**config.mk**
```make
export PLATFORM = sky130hd
export DESIGN_NAME = fetch_debug_sequencer_flat
export DESIGN_NICKNAME = d
export VERILOG_FILES = /design/src/rtl/fetch_dbg_pkg.sv /design/src/rtl/fetch_debug_sequencer_if.sv /design/src/rtl/word_assembler.sv /design/src/rtl/fetch_debug_sequencer.sv /design/src/flat_wrapper.sv
export SDC_FILE = /design/constraint.sdc
export NUM_CORES = 1
export LEC_CHECK = 0
export BUFFER_PORTS_ARGS = -buffer_cell sky130_fd_sc_hd__buf_2
export CAP_MARGIN = 20
export CORE_ASPECT_RATIO = 1.4
export CORE_MARGIN = 2
export CORE_UTILIZATION = 55
export DETAILED_ROUTE_END_ITERATION = 10
export PLACE_DENSITY = 0.86
export SYNTH_ARGS = -nofsm -noshare
export SYNTH_HDL_FRONTEND = slang
export SYNTH_SLANG_ARGS = --single-unit
```
**constraint.sdc**
```tcl
create_clock -name clk -period 7.9 [get_ports clk]
set_input_delay 2.37 -clock clk [delete_from_list [all_inputs] [get_ports clk]]
set_output_delay 2.37 -clock clk [all_outputs]
set_load 0.02 [all_outputs]
```
**src/rtl/fetch_dbg_pkg.sv**
```systemverilog
// Shared definitions for the fetch debug sequencer: FSM state encoding,
// host command bytes, bus widths and the instruction-memory write payload.
`timescale 1ns/1ps
package fetch_dbg_pkg;

  localparam int unsigned BYTE_W     = 8;
  localparam int unsigned WORD_W     = 32;
  localparam int unsigned ADDR_W     = 32;
  localparam int unsigned STATE_W    = 3;
  localparam int unsigned CNT_ADDR_W = 8;

  // Encoding is visible to the host through state_o, so values are fixed.
  typedef enum logic [STATE_W-1:0] {
    ST_IDLE      = 3'd0,
    ST_LD_CNT    = 3'd1,
    ST_LD_DATA   = 3'd2,
    ST_LD_WRITE  = 3'd3,
    ST_RUN       = 3'd4,
    ST_STEP_WAIT = 3'd5,
    ST_STEP_EXEC = 3'd6
  } state_e;

  localparam logic [BYTE_W-1:0] CMD_LOAD  = 8'h4C;  // 'L'
  localparam logic [BYTE_W-1:0] CMD_RUN   = 8'h52;  // 'R'
  localparam logic [BYTE_W-1:0] CMD_STEP  = 8'h53;  // 'S'
  localparam logic [BYTE_W-1:0] CMD_NEXT  = 8'h4E;  // 'N'
  localparam logic [BYTE_W-1:0] CMD_EXIT  = 8'h45;  // 'E'
  localparam logic [BYTE_W-1:0] CMD_PAUSE = 8'h50;  // 'P'

  typedef struct packed {
    logic [ADDR_W-1:0] addr;
    logic [WORD_W-1:0] data;
  } imem_wr_t;

  // True when a valid received byte equals the given command.
  function automatic logic is_cmd(input logic valid, input logic [BYTE_W-1:0] b,
                                  input logic [BYTE_W-1:0] cmd);
    return valid && (b == cmd);
  endfunction

endpackage

```
**src/rtl/fetch_debug_sequencer_if.sv**
```systemverilog
// Host/fetch-side bus of the debug sequencer.
//  master: host side (drives rx byte stream and halt, observes everything else)
//  slave : sequencer side
`timescale 1ns/1ps
interface fetch_debug_sequencer_if #(
  parameter int unsigned CNT_W = 32
);
  import fetch_dbg_pkg::*;

  logic [BYTE_W-1:0]  rx_data;
  logic               rx_valid;
  logic               halt_detected;
  logic               load_program;
  logic               wr_instruction;
  logic [ADDR_W-1:0]  wr_addr;
  logic [WORD_W-1:0]  wr_data;
  logic               stop_debug;
  logic               load_done;
  logic               load_error;
  logic [STATE_W-1:0] state_o;
  logic [CNT_W-1:0]   cycle_count;

  modport master (
    output rx_data, rx_valid, halt_detected,
    input  load_program, wr_instruction, wr_addr, wr_data, stop_debug,
           load_done, load_error, state_o, cycle_count
  );

  modport slave (
    input  rx_data, rx_valid, halt_detected,
    output load_program, wr_instruction, wr_addr, wr_data, stop_debug,
           load_done, load_error, state_o, cycle_count
  );

endinterface

```
**src/rtl/word_assembler.sv**
```systemverilog
// Collects four received bytes into a little-endian 32-bit word.
//  clear       : drops any partial word (byte index back to 0)
//  byte_valid  : byte_data is taken this cycle
//  word_c      : full word including the byte presented this cycle
//  word_ready_c: this cycle's byte completes a word
`timescale 1ns/1ps
module word_assembler
  import fetch_dbg_pkg::*;
(
  input  logic              clk,
  input  logic              rst,
  input  logic              clear,
  input  logic              byte_valid,
  input  logic [BYTE_W-1:0] byte_data,
  output logic [WORD_W-1:0] word_c,
  output logic              word_ready_c
);

  logic [1:0]        idx_q;
  logic [WORD_W-1:0] shreg_q;

  // New bytes enter at the top so the first byte ends up in [7:0].
  assign word_c       = {byte_data, shreg_q[WORD_W-1:BYTE_W]};
  assign word_ready_c = byte_valid && !clear && (idx_q == 2'd3);

  always_ff @(posedge clk or posedge rst) begin
    if (rst) begin
      idx_q   <= 2'd0;
      shreg_q <= '0;
    end else if (clear) begin
      idx_q   <= 2'd0;
    end else if (byte_valid) begin
      idx_q   <= idx_q + 2'd1;
      shreg_q <= word_c;
    end
  end

endmodule

```
**src/rtl/fetch_debug_sequencer.sv**
```systemverilog
// Debug sequencer for the instruction-fetch stage: loads a program from the
// host byte stream into instruction memory and runs or single-steps the
// pipeline by gating the fetch stall.
//  clk, rst : system clock (posedge), async active-high reset
//  bus      : slave side of fetch_debug_sequencer_if (rx stream, halt,
//             imem write port, stall, load status pulses, state, cycle count)
`timescale 1ns/1ps
module fetch_debug_sequencer
  import fetch_dbg_pkg::*;
#(
  parameter int unsigned RX_TIMEOUT = 100000,
  parameter int unsigned CNT_W      = 32
) (
  input logic                    clk,
  input logic                    rst,
  fetch_debug_sequencer_if.slave bus
);

  localparam int unsigned     TO_W    = (RX_TIMEOUT > 1) ? $clog2(RX_TIMEOUT) : 1;
  localparam logic [TO_W-1:0] TO_LAST = TO_W'(RX_TIMEOUT - 1);

  state_e                state_q, state_d;
  logic [CNT_ADDR_W-1:0] word_cnt_q, addr_q;
  logic [TO_W-1:0]       idle_q;
  logic [CNT_W-1:0]      cyc_q;
  logic [WORD_W-1:0]     wr_data_q, asm_word_c;
  logic                  asm_ready_c, asm_clear_c, asm_valid_c;
  logic                  in_load_rx_c, timeout_c, last_word_c, halt_c;
  logic                  stop_d, load_prog_d, wr_d, done_d, err_d, cnt_clr_c;
  logic                  stop_q, load_prog_q, wr_q, done_q, err_q;
  imem_wr_t              wr_c;

  assign in_load_rx_c = (state_q == ST_LD_CNT) || (state_q == ST_LD_DATA);
  assign timeout_c    = (RX_TIMEOUT != 0) && in_load_rx_c && !bus.rx_valid && (idle_q == TO_LAST);
  assign last_word_c  = (addr_q + CNT_ADDR_W'(1)) == word_cnt_q;
  assign halt_c       = bus.halt_detected;

  // Bytes only feed the assembler in LD_DATA; a byte during LD_WRITE is dropped.
  assign asm_valid_c = bus.rx_valid && (state_q == ST_LD_DATA);
  assign asm_clear_c = timeout_c || (state_q != ST_LD_DATA);

  word_assembler u_word_asm (
    .clk          (clk),
    .rst          (rst),
    .clear        (asm_clear_c),
    .byte_valid   (asm_valid_c),
    .byte_data    (bus.rx_data),
    .word_c       (asm_word_c),
    .word_ready_c (asm_ready_c)
  );

  // State register.
  always_ff @(posedge clk or posedge rst) begin
    if (rst) state_q <= ST_IDLE;
    else     state_q <= state_d;
  end

  // Next-state logic.
  always_comb begin
    state_d = state_q;
    case (state_q)
      ST_IDLE: begin
        if      (is_cmd(bus.rx_valid, bus.rx_data, CMD_LOAD)) state_d = ST_LD_CNT;
        else if (is_cmd(bus.rx_valid, bus.rx_data, CMD_RUN))  state_d = ST_RUN;
        else if (is_cmd(bus.rx_valid, bus.rx_data, CMD_STEP)) state_d = ST_STEP_WAIT;
      end
      ST_LD_CNT: begin
        if (timeout_c)         state_d = ST_IDLE;
        else if (bus.rx_valid) state_d = (bus.rx_data == '0) ? ST_IDLE : ST_LD_DATA;
      end
      ST_LD_DATA: begin
        if (timeout_c)        state_d = ST_IDLE;
        else if (asm_ready_c) state_d = ST_LD_WRITE;
      end
      ST_LD_WRITE: state_d = last_word_c ? ST_IDLE : ST_LD_DATA;
      ST_RUN: begin
        if (halt_c || is_cmd(bus.rx_valid, bus.rx_data, CMD_PAUSE)) state_d = ST_IDLE;
      end
      ST_STEP_WAIT: begin
        if (halt_c || is_cmd(bus.rx_valid, bus.rx_data, CMD_EXIT))  state_d = ST_IDLE;
        else if (is_cmd(bus.rx_valid, bus.rx_data, CMD_NEXT))       state_d = ST_STEP_EXEC;
      end
      ST_STEP_EXEC: begin
        if (halt_c || is_cmd(bus.rx_valid, bus.rx_data, CMD_EXIT))  state_d = ST_IDLE;
        else                                                        state_d = ST_STEP_WAIT;
      end
      default: state_d = ST_IDLE;
    endcase
  end

  // Output next values, derived from the transition so every output is a flop.
  always_comb begin
    stop_d      = 1'b1;
    load_prog_d = 1'b0;
    wr_d        = 1'b0;
    done_d      = 1'b0;
    err_d       = 1'b0;
    cnt_clr_c   = 1'b0;
    stop_d      = !((state_d == ST_RUN) || (state_d == ST_STEP_EXEC));
    load_prog_d = (state_d == ST_LD_CNT) || (state_d == ST_LD_DATA) || (state_d == ST_LD_WRITE);
    wr_d        = (state_d == ST_LD_WRITE);
    // LD_CNT -> IDLE without timeout means a zero word count.
    done_d      = ((state_q == ST_LD_CNT) && (state_d == ST_IDLE) && !timeout_c) ||
                  ((state_q == ST_LD_WRITE) && (state_d == ST_IDLE));
    err_d       = timeout_c;
    cnt_clr_c   = (state_q == ST_IDLE) && ((state_d == ST_RUN) || (state_d == ST_STEP_WAIT));
  end

  // Output registers; stop_debug only moves on posedge so the fetch negedge sees it stable.
  always_ff @(posedge clk or posedge rst) begin
    if (rst) begin
      stop_q      <= 1'b1;
      load_prog_q <= 1'b0;
      wr_q        <= 1'b0;
      done_q      <= 1'b0;
      err_q       <= 1'b0;
    end else begin
      stop_q      <= stop_d;
      load_prog_q <= load_prog_d;
      wr_q        <= wr_d;
      done_q      <= done_d;
      err_q       <= err_d;
    end
  end

  // Word count, write address/data, rx idle timer and executed-cycle counter.
  always_ff @(posedge clk or posedge rst) begin
    if (rst) begin
      word_cnt_q <= '0;
      addr_q     <= '0;
      wr_data_q  <= '0;
      idle_q     <= '0;
      cyc_q      <= '0;
    end else begin
      if ((state_q == ST_LD_CNT) && bus.rx_valid) word_cnt_q <= bus.rx_data;
      if ((state_q == ST_IDLE) && (state_d == ST_LD_CNT)) addr_q <= '0;
      else if (state_q == ST_LD_WRITE)                    addr_q <= addr_q + CNT_ADDR_W'(1);
      if (asm_ready_c) wr_data_q <= asm_word_c;
      if (!in_load_rx_c || bus.rx_valid || timeout_c) idle_q <= '0;
      else                                            idle_q <= idle_q + TO_W'(1);
      if (cnt_clr_c)                      cyc_q <= '0;
      else if (!stop_q && (cyc_q != '1))  cyc_q <= cyc_q + CNT_W'(1);
    end
  end

  assign wr_c = '{addr: ADDR_W'(addr_q), data: wr_data_q};

  assign bus.load_program   = load_prog_q;
  assign bus.wr_instruction = wr_q;
  assign bus.wr_addr        = wr_c.addr;
  assign bus.wr_data        = wr_c.data;
  assign bus.stop_debug     = stop_q;
  assign bus.load_done      = done_q;
  assign bus.load_error     = err_q;
  assign bus.state_o        = state_q;
  assign bus.cycle_count    = cyc_q;

endmodule

```
**src/flat_wrapper.sv**
```systemverilog
// flat-port wrapper written by rule: the top's interface ports become plain ports
module fetch_debug_sequencer_flat import fetch_dbg_pkg::*;
#(
  parameter int unsigned RX_TIMEOUT = 100000,
  parameter int unsigned CNT_W      = 32
)
  (clk, rst, bus_rx_data, bus_rx_valid, bus_halt_detected, bus_load_program, bus_wr_instruction, bus_wr_addr, bus_wr_data, bus_stop_debug, bus_load_done, bus_load_error, bus_state_o, bus_cycle_count);
  fetch_debug_sequencer_if #(.CNT_W(CNT_W)) bus_i ();
  input logic clk;
  input logic rst;
  input wire logic [$bits(bus_i.rx_data)-1:0] bus_rx_data;
  input wire logic [$bits(bus_i.rx_valid)-1:0] bus_rx_valid;
  input wire logic [$bits(bus_i.halt_detected)-1:0] bus_halt_detected;
  output wire logic [$bits(bus_i.load_program)-1:0] bus_load_program;
  output wire logic [$bits(bus_i.wr_instruction)-1:0] bus_wr_instruction;
  output wire logic [$bits(bus_i.wr_addr)-1:0] bus_wr_addr;
  output wire logic [$bits(bus_i.wr_data)-1:0] bus_wr_data;
  output wire logic [$bits(bus_i.stop_debug)-1:0] bus_stop_debug;
  output wire logic [$bits(bus_i.load_done)-1:0] bus_load_done;
  output wire logic [$bits(bus_i.load_error)-1:0] bus_load_error;
  output wire logic [$bits(bus_i.state_o)-1:0] bus_state_o;
  output wire logic [$bits(bus_i.cycle_count)-1:0] bus_cycle_count;
  assign bus_i.rx_data = bus_rx_data;
  assign bus_i.rx_valid = bus_rx_valid;
  assign bus_i.halt_detected = bus_halt_detected;
  assign bus_load_program = bus_i.load_program;
  assign bus_wr_instruction = bus_i.wr_instruction;
  assign bus_wr_addr = bus_i.wr_addr;
  assign bus_wr_data = bus_i.wr_data;
  assign bus_stop_debug = bus_i.stop_debug;
  assign bus_load_done = bus_i.load_done;
  assign bus_load_error = bus_i.load_error;
  assign bus_state_o = bus_i.state_o;
  assign bus_cycle_count = bus_i.cycle_count;
  fetch_debug_sequencer #(.RX_TIMEOUT(RX_TIMEOUT), .CNT_W(CNT_W)) u_core (.clk(clk), .rst(rst), .bus(bus_i));
endmodule
```
* Word level (Yosys, flattened, before mapping)
Index checks and enable logic that the tools add are counted.
** Operators by class
- Bitwise logic cells :: 1
- Add/sub/neg operators :: 4
- Equality and inequality tests :: 23
- Reduce and logical (&&, ||, !) cells :: 42
- Mux-type cells :: 21
** Operators with widths (count)
- two-way mux 32 bit :: 2
- == test 8 x 7 -> 1 bit, second input constant :: 6
- two-way mux 3 bit :: 11
- adder 32 x 1 -> 32 bit, second input constant :: 1
- inequality test 32 bit, second input constant :: 1
- one-hot mux 3 bit (7 select lines) :: 1
- == test 3 bit, second input constant :: 6
- logical AND 1 bit :: 18
- adder 17 x 1 -> 17 bit, second input constant :: 1
- == test 17 bit, second input constant :: 1
- two-way mux 17 bit :: 1
- two-way mux 8 bit :: 2
- == test 3 x 2 -> 1 bit, second input constant :: 4
- logical OR 1 bit :: 11
- adder 8 x 1 -> 8 bit, second input constant :: 1
- == test 8 bit :: 1
- logical NOT 8 bit :: 1
- two-way mux 2 bit :: 4
- == test 3 x 1 -> 1 bit, second input constant :: 2
- logical NOT 1 bit :: 6
- logical NOT 3 bit :: 2
- nonzero test 2 bit :: 3
- inequality test 3 x 2 -> 1 bit, second input constant :: 1
- adder 2 x 1 -> 2 bit, second input constant :: 1
- 3 further kinds :: 3
** Storage, ports and cells
- Output and inout bits :: 104
- Word-level logic and storage cells :: 104
- Bits in registers :: 139
- Input bits :: 12

* Logic depth before layout (Yosys ltp)
Gate-level depths: netlist of the first run.
- Depth in word-level cells :: 15
- Depth in mapped cells :: 8
- Gate-level depth less buffers :: 7

* Modules after synthesis
Synthesis of the first run repeated with hierarchy kept, for this count alone.
** Unflattened totals
- Cells, all modules :: 577
- Area total of the unflattened synthesis :: 6480.0 sq um
** Modules (own cells, without submodules)
- fetch_debug_sequencer :: area each 5313.8 sq um, cells an instance 508, sequential area each 2628.8 sq um, instances 1
- word_assembler :: area each 1166.1 sq um, cells an instance 69, sequential area each 650.6 sq um, instances 1

* Worst setup path after synthesis of the first run
No wires, ideal clock.
- Path type :: input -> register
- Start :: in bus_rx_data[4]
- End :: reg u_core.load_prog_q (netlist: u_core.bus.load_program)
- Stages on the path :: 7
- Data arrival time :: 3725 ps
- Library setup time :: 134 ps
- Required time :: 7766 ps
- Setup slack :: 4041 ps
- Buffers on the path :: 1
- Cells stage by stage :: or3_1 clkbuf_1 or4_1 nand2_1 o211ai_1 nor2_1 a21oi_1
** On the way
- Longest elaborated chain between the ends :: 9
- Elaborated cells between the ends (all ways) :: 31
- Classes of those cells :: 9 x eq/ne; 11 x mux; 11 x reduce/logical
** Ends and longest elaborated chain
- start, declared :: RTL line flat_wrapper.sv:11 : input wire logic [$bits(bus_i.rx_data)-1:0] bus_rx_data;
- == test 8 x 7 -> 1 bit :: RTL line fetch_dbg_pkg.sv:38 : return valid && (b == cmd);
- logical AND 1 bit :: RTL line fetch_dbg_pkg.sv:38
- two-way mux 3 bit :: RTL line fetch_debug_sequencer.sv:65 : else if (is_cmd(bus.rx_valid, bus.rx_data, CMD_STEP)) state_d = ST_STEP_WAIT;
- two-way mux 3 bit :: RTL line fetch_debug_sequencer.sv:64 : else if (is_cmd(bus.rx_valid, bus.rx_data, CMD_RUN)) state_d = ST_RUN;
- two-way mux 3 bit :: RTL line fetch_debug_sequencer.sv:63 : if (is_cmd(bus.rx_valid, bus.rx_data, CMD_LOAD)) state_d = ST_LD_CNT;
- one-hot mux 3 bit (7 select lines) * :: RTL line fetch_debug_sequencer.sv:61 : case (state_q)
- == test 3 x 1 -> 1 bit or == test 3 x 2 -> 1 bit (tied branches) :: RTL line fetch_debug_sequencer.sv:100 : load_prog_d = (state_d == ST_LD_CNT) || (state_d == ST_LD_DATA) || (state_d == ST_LD_WRITE);
- logical OR 1 bit :: RTL line fetch_debug_sequencer.sv:100
- logical OR 1 bit * :: RTL line fetch_debug_sequencer.sv:100
- net u_core.load_prog_d :: RTL line fetch_debug_sequencer.sv:29 : logic stop_d, load_prog_d, wr_d, done_d, err_d, cnt_clr_c;
- end signal, assigned :: RTL line fetch_debug_sequencer.sv:119 : load_prog_q <= load_prog_d;
- end, declared :: RTL line fetch_debug_sequencer.sv:30 : logic stop_q, load_prog_q, wr_q, done_q, err_q;
Mark *: on every way through the listed nets, which the timed path passes. The rest lies on a longest branch.
A chain may end at the register's enable or synchronous reset.

* Worst setup path in the final report of the first run
- Start :: in bus_rx_valid
- End :: reg u_core.addr_q[4]
** On the way
- Longest elaborated chain between the ends :: 13
- Elaborated cells between the ends (all ways) :: 32
- Classes of those cells :: 1 x eq/ne; 13 x mux; 18 x reduce/logical
** Ends and longest elaborated chain
- start, declared :: RTL line flat_wrapper.sv:12 : input wire logic [$bits(bus_i.rx_valid)-1:0] bus_rx_valid;
- logical NOT 1 bit :: RTL line fetch_debug_sequencer.sv:34 : assign timeout_c = (RX_TIMEOUT != 0) && in_load_rx_c && !bus.rx_valid && (idle_q == TO_LAST);
- logical AND 1 bit (2 in series) :: RTL line fetch_debug_sequencer.sv:34
- logical OR 1 bit :: RTL line fetch_debug_sequencer.sv:40 : assign asm_clear_c = timeout_c || (state_q != ST_LD_DATA);
- logical NOT 1 bit :: RTL line word_assembler.sv:24 : assign word_ready_c = byte_valid && !clear && (idx_q == 2'd3);
- logical AND 1 bit (2 in series) :: RTL line word_assembler.sv:24
- two-way mux 3 bit :: RTL line fetch_debug_sequencer.sv:73 : else if (asm_ready_c) state_d = ST_LD_WRITE;
- two-way mux 3 bit :: RTL line fetch_debug_sequencer.sv:72 : if (timeout_c) state_d = ST_IDLE;
- one-hot mux 3 bit (7 select lines) * :: RTL line fetch_debug_sequencer.sv:61
- == test 3 x 1 -> 1 bit * :: RTL line fetch_debug_sequencer.sv:136 : if ((state_q == ST_IDLE) && (state_d == ST_LD_CNT)) addr_q <= '0;
- logical AND 1 bit * :: RTL line fetch_debug_sequencer.sv:136
- two-way mux 8 bit or nonzero test 2 bit (tied branches)
- end signal, assigned :: RTL line fetch_debug_sequencer.sv:137 : else if (state_q == ST_LD_WRITE) addr_q <= addr_q + CNT_ADDR_W'(1);
- end, declared :: RTL line fetch_debug_sequencer.sv:23 : logic [CNT_ADDR_W-1:0] word_cnt_q, addr_q;
Mark *: on every way between the ends. The rest lies on a longest branch, timed or not.

==> results by group, run 1 <==
Critical path
  • Crit-path max FO: 25
  • Buffers & Inverters on Critical Path: 2
  • Arrival time worst endpoint: ~4.0 ns
  • Worst Path Class, Setup: in -> reg
  • CP endpoint kind: flop
  • CP delay by family, top: buffers and inverters
  • Slowest Stage Delay on Critical Path: around 0.34 ns
  • Slowest-stage cell, CP: buf_4
  • CP required: 8.19 ns
  • Worst-path cell chain: buf_2, nor4bb_4, buf_4, nand2_1, a31oi_1, o211a_1, nor2_1
  • Startpoint Class: input pin

Global route
  • Initial antenna violation count: 0
  • GR Util met2: around two fifths
  • All-Layer GR Usage: a little under a quarter
  • Total gr overflow: 0
  • M1 GR Usage: around 28%
  • Busiest metal layer after global routing: met2
  • Largest net degree at the start of global routing: 75
  • GR met3 Demand/Resource: about 5.3%
  • First-pass GRT wire length: around 23000 µm
  • Vias in the first global route: around 4700

Final layout
  • Share of layout cells above drive strength 1: a little over 30%
  • Synthesis-to-layout area growth: 17.04%
  • Nets: ~680
  • Diodes inserted: 0
  • Final Non-Filler Cells: 817

Pwr
  • Leak pwr: roughly 0.0032 µW
  • Power per cell area: between 400 and 500 mW/mm²
  • Peak supply drop: around 0.28 mV

STA
  • Clock Skew: between 0.01 and 0.015 ns
  • Setup TNS: 0 ns
  • Worst slew pin tran: a little over 0.9 ns
  • Period minus WS final: 3.711 ns
  • Pins over their slew limit: 0
  • Unrepaired setup endpoints after global routing: false
  • Final hold violation count: 0
  • Final critical-path share of the clock period: around 47%
  • Worst slew margin: around two fifths
  • Fmax: 269.5 MHz
  • Final setup fails: 0

Logic synthesis
  • Largest area contributor in the netlist: dfrtp_1
  • Number of synthesized flops with an enable pin: 0
  • Most numerous cell in the Yosys netlist: dfrtp_1
  • Area contributors post-synth: dfrtp_1 52%, mux2_2 11%, xor2_1 4.3%
  • Netlist cell types: 57
  • Seq cells post-synth: ~130
  • Register area share after synthesis: 52.18%
  • Cells after Synth: about 570
  • Syn Area/Cell: roughly 11 µm²
  • Ys Warns: 0
  • Synthesized cell area: 0.006285 mm²
  • Asr flop ratio synth: between 90% and 100%
  • Ys flop type: dfrtp_1
  • Commonest cells post-synth: 130 x dfrtp_1, 72 x nor2_1, 63 x mux2_2, 31 x nand2_1, 31 x xor2_1
  • Yosys top cell area share: about half

Status
  • Outcome: finished clean

Detailed routing
  • Via count: around 4700
  • Vias/cell: ~5.7
  • Initial DRC count: between 200 and 300
  • Routed WL: around 14000 µm
  • Residual DRC: 0
  • DRT antenna net count: 0
  • Routed len/inst: between 15 and 20 µm
  • Initial DRT Pass Iterations: 5

Die
  • Die span in y: 130.5 µm
  • Overall die width: 94.35 µm
  • Core ar.: approximately 0.011 mm²
  • Row cnt: 46
  • Die area: about 0.012 mm²
  • IO Pins: between 100 and 150
  • Initial core utilization: a little under three fifths

Placement
  • HPWL Detailed: 9461 µm
  • Inst Count DP: ~800
  • I/O Buffers: slightly above 90
  • Routability congestion estimate: roughly 0.91

Clock network
  • CTS tree: built
  • Clock sink count: between 100 and 150
  • # resized after CTS: 0
  • Num CTS Buffers: 17
  • Worst-skew pair later-pin latency: between 0.4 and 0.5 ns
  • H-tree level count: 4
  • Reg clk slew, reported paths: around 0.060 ns
  • Max clock buf depth: 2
  • Hold-fix buffer count after cts: 0
  • Post-CTS setup buffers: 0
  • CTS root buffer: clkbuf_16

Run
  • Max-Cap Viols: 0

Worst hold path
  • Hold WC Path Type: reg -> reg
## worst paths after layout
path,to,from,cells past startpoint,slack [ns]
setup / recovery,u_core.addr_q[4],bus_rx_valid,7,4.19
hold / removal,u_core.idle_q[0],u_core.idle_q[0],1,0.48
setup reg to reg,u_core.bus.cycle_count[11],u_core.bus.cycle_count[13],6,5.41
hold reg to reg,u_core.idle_q[0],u_core.idle_q[0],1,0.48
max in group asynchronous,u_core.bus.wr_data[22],rst,3,4.47
min in group asynchronous,u_core.bus.cycle_count[19],rst,2,2.06
## worst reg2reg max path: stages, from the launching register on
cell and delay (ns):
dfrtp_1 0.46, nand4_1 0.27, or4_1 0.54, o41a_1 0.59, and4_1 0.30, xnor2_1 0.13, nor2_1 0.06
## through the flow
stage	hold WS [ns]	cell area [µm²]	setup WS, ns	utilization, %	power (µW)
2_1_floorplan	0.4479	6371	2.034	-	1859
3_3_place_gp	0.4675	6777	3.881	60.38	2125
3_5_place_dp	0.4725	6777	3.792	60.38	2181
4_1_cts	0.4807	7348	4.217	65.47	2953
5_1_grt	0.5143	7356	3.998	65.54	3106
6_report	0.4787	7356	4.189	65.54	2946
## layout make-up
class	instances	area, µm²
Inverter	7	28.78
Multi-Input combinational cell	408	2810
Fill cell	858	3867
Tap cell	144	180.2
Clock buffer	17	425.4
Clock inverter	15	146.4
Sequential cell	131	3279
Timing Repair Buffer	95	485.5
## power by group
group          internal, µW  switching, µW
registers               909            225
logic                   438            616
clock network           439            318
total                  1790           1160
## registers in the layout (all words and copies together), names as in the netlist, 2 cells and up
register                   cells
u_core.u_word_asm.shreg_q     24
u_core.bus.wr_data            32
u_core.bus.state_o             3
u_core.idle_q                 17
u_core.word_cnt_q              8
u_core.bus.cycle_count        32
u_core.u_word_asm.idx_q        2
u_core.addr_q                  8
## cell families (layout without fill, tap and decap cells)
kind of cell | count (synthesis) | count (layout) | share of synthesized area, %
and+or+nand+nor | 217 | 217 | 18.46
DFF | 131 | 131 | 52.18
muxes | 65 | 65 | 11.61
xor gates and xnor gates | 55 | 55 | 7.665
buffers and inverters | 50 | 134 | 4.718
AOI/OAI and AO/OA | 43 | 43 | 4.519
adders and majority gates | 4 | 4 | 0.7964
other | 1 | 24 | 0.05967
## cells in the final DEF, fill, tap and decap left out, types with 3 or more instances in the layout
master / Yosys / layout
xor2_1: 31 / 31
o21ai_0: 8 / 8
conb_1: 1 / 24
or3_1: 7 / 7
mux2_2: 63 / 63
inv_1: 7 / 6
and3_1: 8 / 8
nand2_1: 31 / 31
nor4_1: 5 / 5
ha_1: 4 / 4
a21oi_1: 11 / 11
clkinvlp_4: 0 / 6
xnor2_1: 24 / 24
buf_4: 24 / 4
dfrtp_1: 130 / 130
nor3_1: 16 / 16
and4_1: 7 / 7
nand4_1: 18 / 18
inv_6: 0 / 4
nand2b_1: 6 / 6
buf_2: 1 / 91
nand3_1: 22 / 22
a31oi_1: 6 / 6
nor2_1: 72 / 72
a211o_1: 3 / 3
clkbuf_16: 0 / 17
## layer usage
layer,up-vias,part of all wire [%],routed length (µm)
met2,181,52,7147
met1,2347,40,5471
li1,2128,-,-
met5,-,0,0
met3,29,6.2,852
met4,0,2.3,313
Power figures use the tool's default switching activity.
==> inputs of run 2 (changes only) <==
clock period = 3.8 ns   (was 7.9 ns; I/O delays follow)
==> run 2 against run 1 <==
  * Sequential share of layout area down 0.23 points
  * Clock skew up 0.00061 ns
  * Register-to-register slack worse by 4.1 ns
  * Via count down 1.7%
  * Clock-buffer cell count unchanged
  * Combinational power up 100%
  * Cell area up 0.53%
  * Critical endpoint is now u_core.bus.cycle_count[11]
  * Global-route usage down 1.1 points
  * Die area unchanged
  * Clock power up 120%
==> results by group, run 2 (synthesized netlist as in run 1, its figures left out) <==
Status
  • Outcome: finished clean

STA
  • Final setup fails: 0 (unchanged)
  • Worst slew pin tran: 1.136 ns (+0.2161 ns)
  • Period minus WS final: between 2 and 3 ns
  • Fmax: around 400 MHz
  • Pins over their slew limit: 0 (unchanged)
  • Final hold violation count: 0 (unchanged)
  • Post-route setup slack: 1.297 ns (-2.892 ns)
  • Worst slew margin: 24.08% (-15 points)
  • Setup TNS: 0 ns (unchanged)
  • Clock Skew: 0.01131 ns (+0.0006127 ns)
  • Unrepaired setup endpoints after global routing: false
  • Final critical-path share of the clock period: roughly two thirds

Pwr
  • Peak supply drop: 0.6358 mV (+120%)
  • Power per cell area: 829.4 mW/mm² (+110%)
  • Leak pwr: 0.003248 µW (+0.74%)

Die
  • IO Pins: 116 (unchanged)
  • Core ar.: 0.01122 mm² (unchanged)
  • Row cnt: 46 (unchanged)
  • Initial core utilization: 56.00% (unchanged)
  • Die span in y: 130.5 µm (unchanged)
  • Die area: 0.01231 mm² (unchanged)
  • Overall die width: 94.35 µm (unchanged)

Critical path
  • CP endpoint kind: flop
  • Worst Path Class, Setup: reg -> reg
  • Startpoint Class: flop
  • Crit-path max FO: 12 (-52%)
  • Worst-path cell chain: nand4_1, or4_1, o41a_1, and4_1, xnor2_1, nor2_1
  • Slowest Stage Delay on Critical Path: 0.59 ns (+0.25 ns)
  • CP required: 4.06 ns (-4.13 ns)
  • Slowest-stage cell, CP: o41a_1
  • Arrival time worst endpoint: 2.76 ns (-1.24 ns)

Detailed routing
  • Initial DRT Pass Iterations: 5 (unchanged)
  • Routed WL: 13300 µm (-3.5%)
  • Routed len/inst: 16.28 µm (-3.5%)
  • Initial DRC count: 237 (-10%)
  • Residual DRC: 0 (unchanged)
  • Vias/cell: 5.636 (-1.7%)
  • Via count: 4605 (-1.7%)
  • DRT antenna net count: 0 (unchanged)

Final layout
  • Synthesis-to-layout area growth: 17.66%
  • Final Non-Filler Cells: 817 (unchanged)
  • Diodes inserted: 0 (unchanged)
  • Most common cell after layout, fill and taps aside: dfrtp_1
  • Nets: 676 (unchanged)
  • Most frequent cells in the layout: 130 x dfrtp_1, 91 x buf_2, 72 x nor2_1, 63 x mux2_2
  • Share of layout cells above drive strength 1: 30.16% (unchanged)

Clock network
  • Reg clk slew, reported paths: 0.06 ns (about the same)
  • H-tree level count: 4 (unchanged)
  • Hold-fix buffer count after cts: 0 (unchanged)
  • Max clock buf depth: 2 (unchanged)
  • Num CTS Buffers: 17 (unchanged)
  • Worst-skew pair later-pin latency: 0.41 ns (-0.02 ns)
  • CTS root buffer: clkbuf_16
  • # resized after CTS: 0 (unchanged)
  • Post-CTS setup buffers: 0 (unchanged)
  • CTS tree: built
  • Clock sink count: 131 (unchanged)

Global route
  • Initial antenna violation count: 0 (unchanged)
  • All-Layer GR Usage: 22.75% (-1.1 points)
  • Largest net degree at the start of global routing: 74 (-1.3%)
  • Total gr overflow: 0 (unchanged)
  • First-pass GRT wire length: 21960 µm (-3.0%)
  • Vias in the first global route: 4574 (-1.8%)

Placement
  • Inst Count DP: 785 (+0.13%)
  • Routability congestion estimate: 0.9380 (+3.1%)
  • HPWL Detailed: 9254 µm (-2.2%)
  • I/O Buffers: 91 (unchanged)
  • Dpl ws: 0.9278 ns (-2.864 ns)

Worst hold path
  • Hold WC Path Type: reg -> reg

Run
  • Max-Cap Viols: 0 (unchanged)
## run 2: cell types whose count changed in the layout (fill, tap and decap cells not counted), sizes merged
cell / before / now
inv: 13 / 12
clkinv: 2 / 5
clkinvlp: 6 / 3
bufinv: 1 / 2
## run 2: power breakdown
| part | switching (µW) | internal [µW] | leakage, µW |
|---|---|---|---|
| Sequential | 457 | 1880 | 0.00154 |
| Clock | 656 | 983 | 0.000286 |
| Combinational | 1260 | 896 | 0.00142 |
## run 2: metal layers
| metal | track usage [%] | share of wire [%] | vias up |
|---|---|---|---|
| li1 | - | - | 2130 |
| met1 | 27.19 | 41 | 2278 |
| met2 | 38.57 | 52 | 176 |
| met3 | 6.307 | 6.0 | 21 |
| met4 | 9.889 | 1.6 | 0 |
| met5 | 0 | 0 | - |
## run 2: area by class of cell
type	count	area (µm²)
clock buffer	17	425.4
timing repair buffer	95	498.0
fill	818	3829
sequential	131	3279
clock inverter	15	171.4
tap	144	180.2
inverter	7	30.03
multi-input combinational	408	2810
## run 2: path summary, 6_finish.rpt
check,start,end,slack (ns),cells past startpoint
setup / recovery,u_core.bus.cycle_count[13],u_core.bus.cycle_count[11],1.30,6
setup reg to reg,u_core.bus.cycle_count[13],u_core.bus.cycle_count[11],1.30,6
max in group asynchronous,rst,u_core.bus.wr_data[30],2.23,3
hold / removal,u_core.bus.wr_data[25],u_core.bus.wr_data[25],0.49,2
min in group asynchronous,rst,u_core.bus.wr_data[3],0.73,2
hold reg to reg,u_core.bus.wr_data[25],u_core.bus.wr_data[25],0.49,2
## run 2: critical path: cells and delay by family (launching register included)
kind	cells	cell delay (ns)
simple gates	4	1.16
compound gates	1	0.59
flops	1	0.46
xor+xnor	1	0.14
## run 2: metrics by stage
stage	instance area (µm²)	util (%)	power [µW]	hold slack [ns]
floorplan	6375	-	3866	0.4479
global placement	6798	60.57	4390	0.4629
detailed placement	6798	60.57	4497	0.4701
CTS	7395	65.89	6164	0.4842
global route	7395	65.89	6480	0.5181
finish	7395	65.89	6133	0.4862
==> inputs of run 3 (changes only) <==
ABC_AREA = 1   (was not set)
PLACE_DENSITY = 0.85   (was 0.86)
clock period = 2.5 ns   (was 3.8 ns; I/O delays follow)
==> run 3 against run 2 <==
  * Wire length grew 22%
  * Clock power grew 50%
  * Global-route usage grew 2.3 points
  * Final cell count grew 41%
  * Synthesized area grew 9.8%
  * Largest cell class unchanged
  * First-iteration DRC count grew 65%
  * Combinational power grew 18%
  * Sequential cell count is the same
==> results by group, run 3 <==
Status
  • Outcome: finished clean

Global route
  • Largest net degree at the start of global routing: 50 (-32%)
  • Vias in the first global route: 5780 (+26%)
  • First-pass GRT wire length: 26990 µm (+23%)
  • Total gr overflow: 0 (unchanged)
  • All-Layer GR Usage: 25.01% (+2.3 points)
  • Initial antenna violation count: 0 (unchanged)

Pwr
  • Cell Int Power: 5106 µW (+36%)
  • Reg power frac: 38.8% (+0.6 points)
  • Clk pwr share: 30.1% (+3.4 points)
  • Switching pwr: 3072 µW (+30%)
  • Logic pwr share: 31.1% (-4.0 points)
  • Leak pwr: 0.004043 µW (+24%)
  • Peak supply drop: 0.5337 mV (-16%)
  • Pwr Total: 8178 µW (+33%)
  • Sw Share: 37.56% (-1.1 points)
  • Power per cell area: 1013 mW/mm² (+22%)

Final layout
  • Diodes inserted: 0 (unchanged)
  • Final Non-Filler Cells: 1155 (+41%)
  • Most common cell after layout, fill and taps aside: nand2_1
  • Most frequent cells in the layout: 240 x nand2_1, 130 x dfrtp_1, 104 x inv_1, 91 x buf_2, 81 x nor2_1
  • Nets: 1008 (+49%)
  • Synthesis-to-layout area growth: 16.99%
  • Share of layout cells above drive strength 1: 18.21% (-12 points)

Logic synthesis
  • Cells after Synth: 890 (+57%)
  • Syn Area/Cell: 7.752 µm² (-30%)
  • Most numerous cell in the Yosys netlist: nand2_1
  • Ys Warns: 0 (unchanged)
  • Ys flop type: dfrtp_1
  • Largest area contributor in the netlist: dfrtp_1
  • Commonest cells post-synth: 241 x nand2_1, 130 x dfrtp_1, 105 x inv_1, 81 x nor2_1, 71 x o21ai_0
  • Yosys top cell area share: 47.15% (-4.6 points)
  • Synthesized cell area: 0.006899 mm² (+9.8%)
  • Area contributors post-synth: dfrtp_1 47%, nand2_1 13%, inv_1 5.7%
  • Register area share after synthesis: 47.53% (-4.6 points)
  • Number of synthesized flops with an enable pin: 0 (unchanged)
  • Seq cells post-synth: 131 (unchanged)
  • Asr flop ratio synth: 100.0% (unchanged)
  • Netlist cell types: 40 (-30%)

Critical path
  • Arrival time worst endpoint: 2.37 ns (-0.39 ns)
  • CP required: 2.81 ns (-1.25 ns)
  • Startpoint Class: flop
  • Crit-path max FO: 8 (-4)
  • CP endpoint kind: flop
  • Worst Path Class, Setup: reg -> reg

Die
  • Die span in y: 136.5 µm (+4.6%)
  • IO Pins: 116 (unchanged)
  • Initial core utilization: 56.04% (about the same)
  • Overall die width: 98.66 µm (+4.6%)
  • Core ar.: 0.01231 mm² (+9.7%)
  • Die area: 0.01347 mm² (+9.4%)
  • Row cnt: 48 (+4.3%)

STA
  • Final setup fails: 0 (unchanged)
  • Pins over their slew limit: 0 (unchanged)
  • Hold_ws: 0.3946 ns (-0.09154 ns)
  • Unrepaired setup endpoints after global routing: false
  • Worst slew pin tran: 0.5872 ns (-0.5492 ns)
  • Period minus WS final: 2.068 ns (-0.4350 ns)
  • Fmax: 483.6 MHz (+21%)
  • Worst slew margin: 60.59% (+37 points)
  • Final critical-path share of the clock period: 82.72% (+17 points)
  • Clock Skew: 0.009579 ns (-0.001732 ns)
  • Setup TNS: 0 ns (unchanged)
  • Post-route setup slack: 0.4321 ns (-0.8650 ns)
  • Final hold violation count: 0 (unchanged)

Detailed routing
  • Vias/cell: 5.273 (-6.5%)
  • Initial DRT Pass Iterations: 6 (+1)
  • DRT antenna net count: 0 (unchanged)
  • Initial DRC count: 390 (+65%)
  • Residual DRC: 0 (unchanged)
  • Routed len/inst: 14.03 µm (-14%)
  • Routed WL: 16210 µm (+22%)
  • Via count: 6090 (+32%)

Clock network
  • Post-CTS setup buffers: 0 (unchanged)
  • Clock sink count: 131 (unchanged)
  • CTS root buffer: clkbuf_16
  • CTS tree: built
  • # resized after CTS: 0 (unchanged)
  • Reg clk slew, reported paths: 0.06 ns (about the same)
  • Hold-fix buffer count after cts: 0 (unchanged)
  • H-tree level count: 4 (unchanged)
  • Worst-skew pair later-pin latency: 0.42 ns (about the same)
  • Num CTS Buffers: 17 (unchanged)
  • Max clock buf depth: 2 (unchanged)

Placement
  • Dpl ws: 0.2318 ns (-0.6960 ns)
  • HPWL Detailed: 11760 µm (+27%)
  • Routability congestion estimate: 0.9752 (+4.0%)
  • I/O Buffers: 91 (unchanged)
  • Inst Count DP: 1123 (+43%)

Run
  • Max-Cap Viols: 0 (unchanged)

Worst hold path
  • Hold WC Path Type: in -> async
[run 3: changes by cell type after synthesis, moves of 10 or more]
| cell | before | now |
|---|---|---|
| nand2_1 | 31 | 241 |
| inv_1 | 7 | 105 |
| mux2_2 | 63 | 0 |
| o21ai_0 | 8 | 71 |
| nand3_1 | 22 | 51 |
| o21ai_1 | 0 | 24 |
| xnor2_1 | 24 | 2 |
| xor2_1 | 31 | 16 |
| nor2_2 | 0 | 11 |
| inv_2 | 0 | 10 |
[run 3: cell type report]
class | count | area [µm²]
Clock inverter | 11 | 125.1
Inverter | 115 | 435.4
Timing Repair Buffer | 105 | 601.8
Tap cell | 150 | 187.7
Sequential cell | 131 | 3279
Multi-Input combinational cell | 622 | 2982
Clock buffer | 21 | 460.4
Fill cell | 1019 | 4240
[run 3: worst max-delay path, stage by stage (launching register included)]
cell and delay, ns:
dfrtp_1 0.49, ha_1 0.25, nand3_1 0.19, nor2_1 0.19, nand2_1 0.09, nand3_1 0.08
nand2_1 0.06, nor2_1 0.13, nand3_1 0.09, nand2_1 0.09, nand3_1 0.10, nor2_1 0.22
[run 3: logic make-up after synthesis]
kind of cell               after synthesis  share of synthesized area, %
and+or+nand+nor                        458                         29.45
buffers and inverters                  160                         10.54
DFF                                    131                         47.53
AOI/OAI and AO/OA                      117                         9.268
xor gates and xnor gates                18                         2.285
adders and majority gates                4                        0.7255
other                                    1                       0.05435
muxes                                    1                        0.1451
[run 3: worst paths after layout]
kind,end,cells past startpoint,slack [ns],start
worst max-delay path,u_core.bus.load_done,11,0.43,u_core.addr_q[0]
worst min-delay path,u_core.bus.cycle_count[24],2,0.39,rst
worst max register to register,u_core.bus.load_done,11,0.43,u_core.addr_q[0]
worst min register to register,u_core.idle_q[0],1,0.47,u_core.idle_q[0]
max in group asynchronous,u_core.bus.stop_debug,3,1.46,rst
min in group clk,u_core.idle_q[0],1,0.47,u_core.idle_q[0]
[run 3: per-layer routing]
| layer | GRT usage [%] | vias up | wire [µm] |
|---|---|---|---|
| met3 | 3.984 | 48 | 877 |
| met4 | 12.48 | 0 | 540 |
| li1 | - | 3009 | - |
| met5 | 0 | - | 0 |
| met2 | 42.18 | 205 | 8230 |
| met1 | 31.35 | 2828 | 6560 |
[run 3: power by group through the flow]
stage	sequential [µW]	clock, µW	combinational, µW
2_1_floorplan	3540	0	1390
3_3_place_gp	3180	0	2470
4_1_cts	3170	2490	2570
5_1_grt	3250	2590	2870
3_5_place_dp	3190	0	2540
6_report	3170	2460	2540
[run 3: metrics by stage]
stage / cell area [µm²] / util [%]
after global placement: 7475 / 60.71
final: 8071 / 65.56
after global routing: 8071 / 65.56
after floorplan: 6989 / -
after CTS: 8071 / 65.56
after detailed placement: 7486 / 60.80
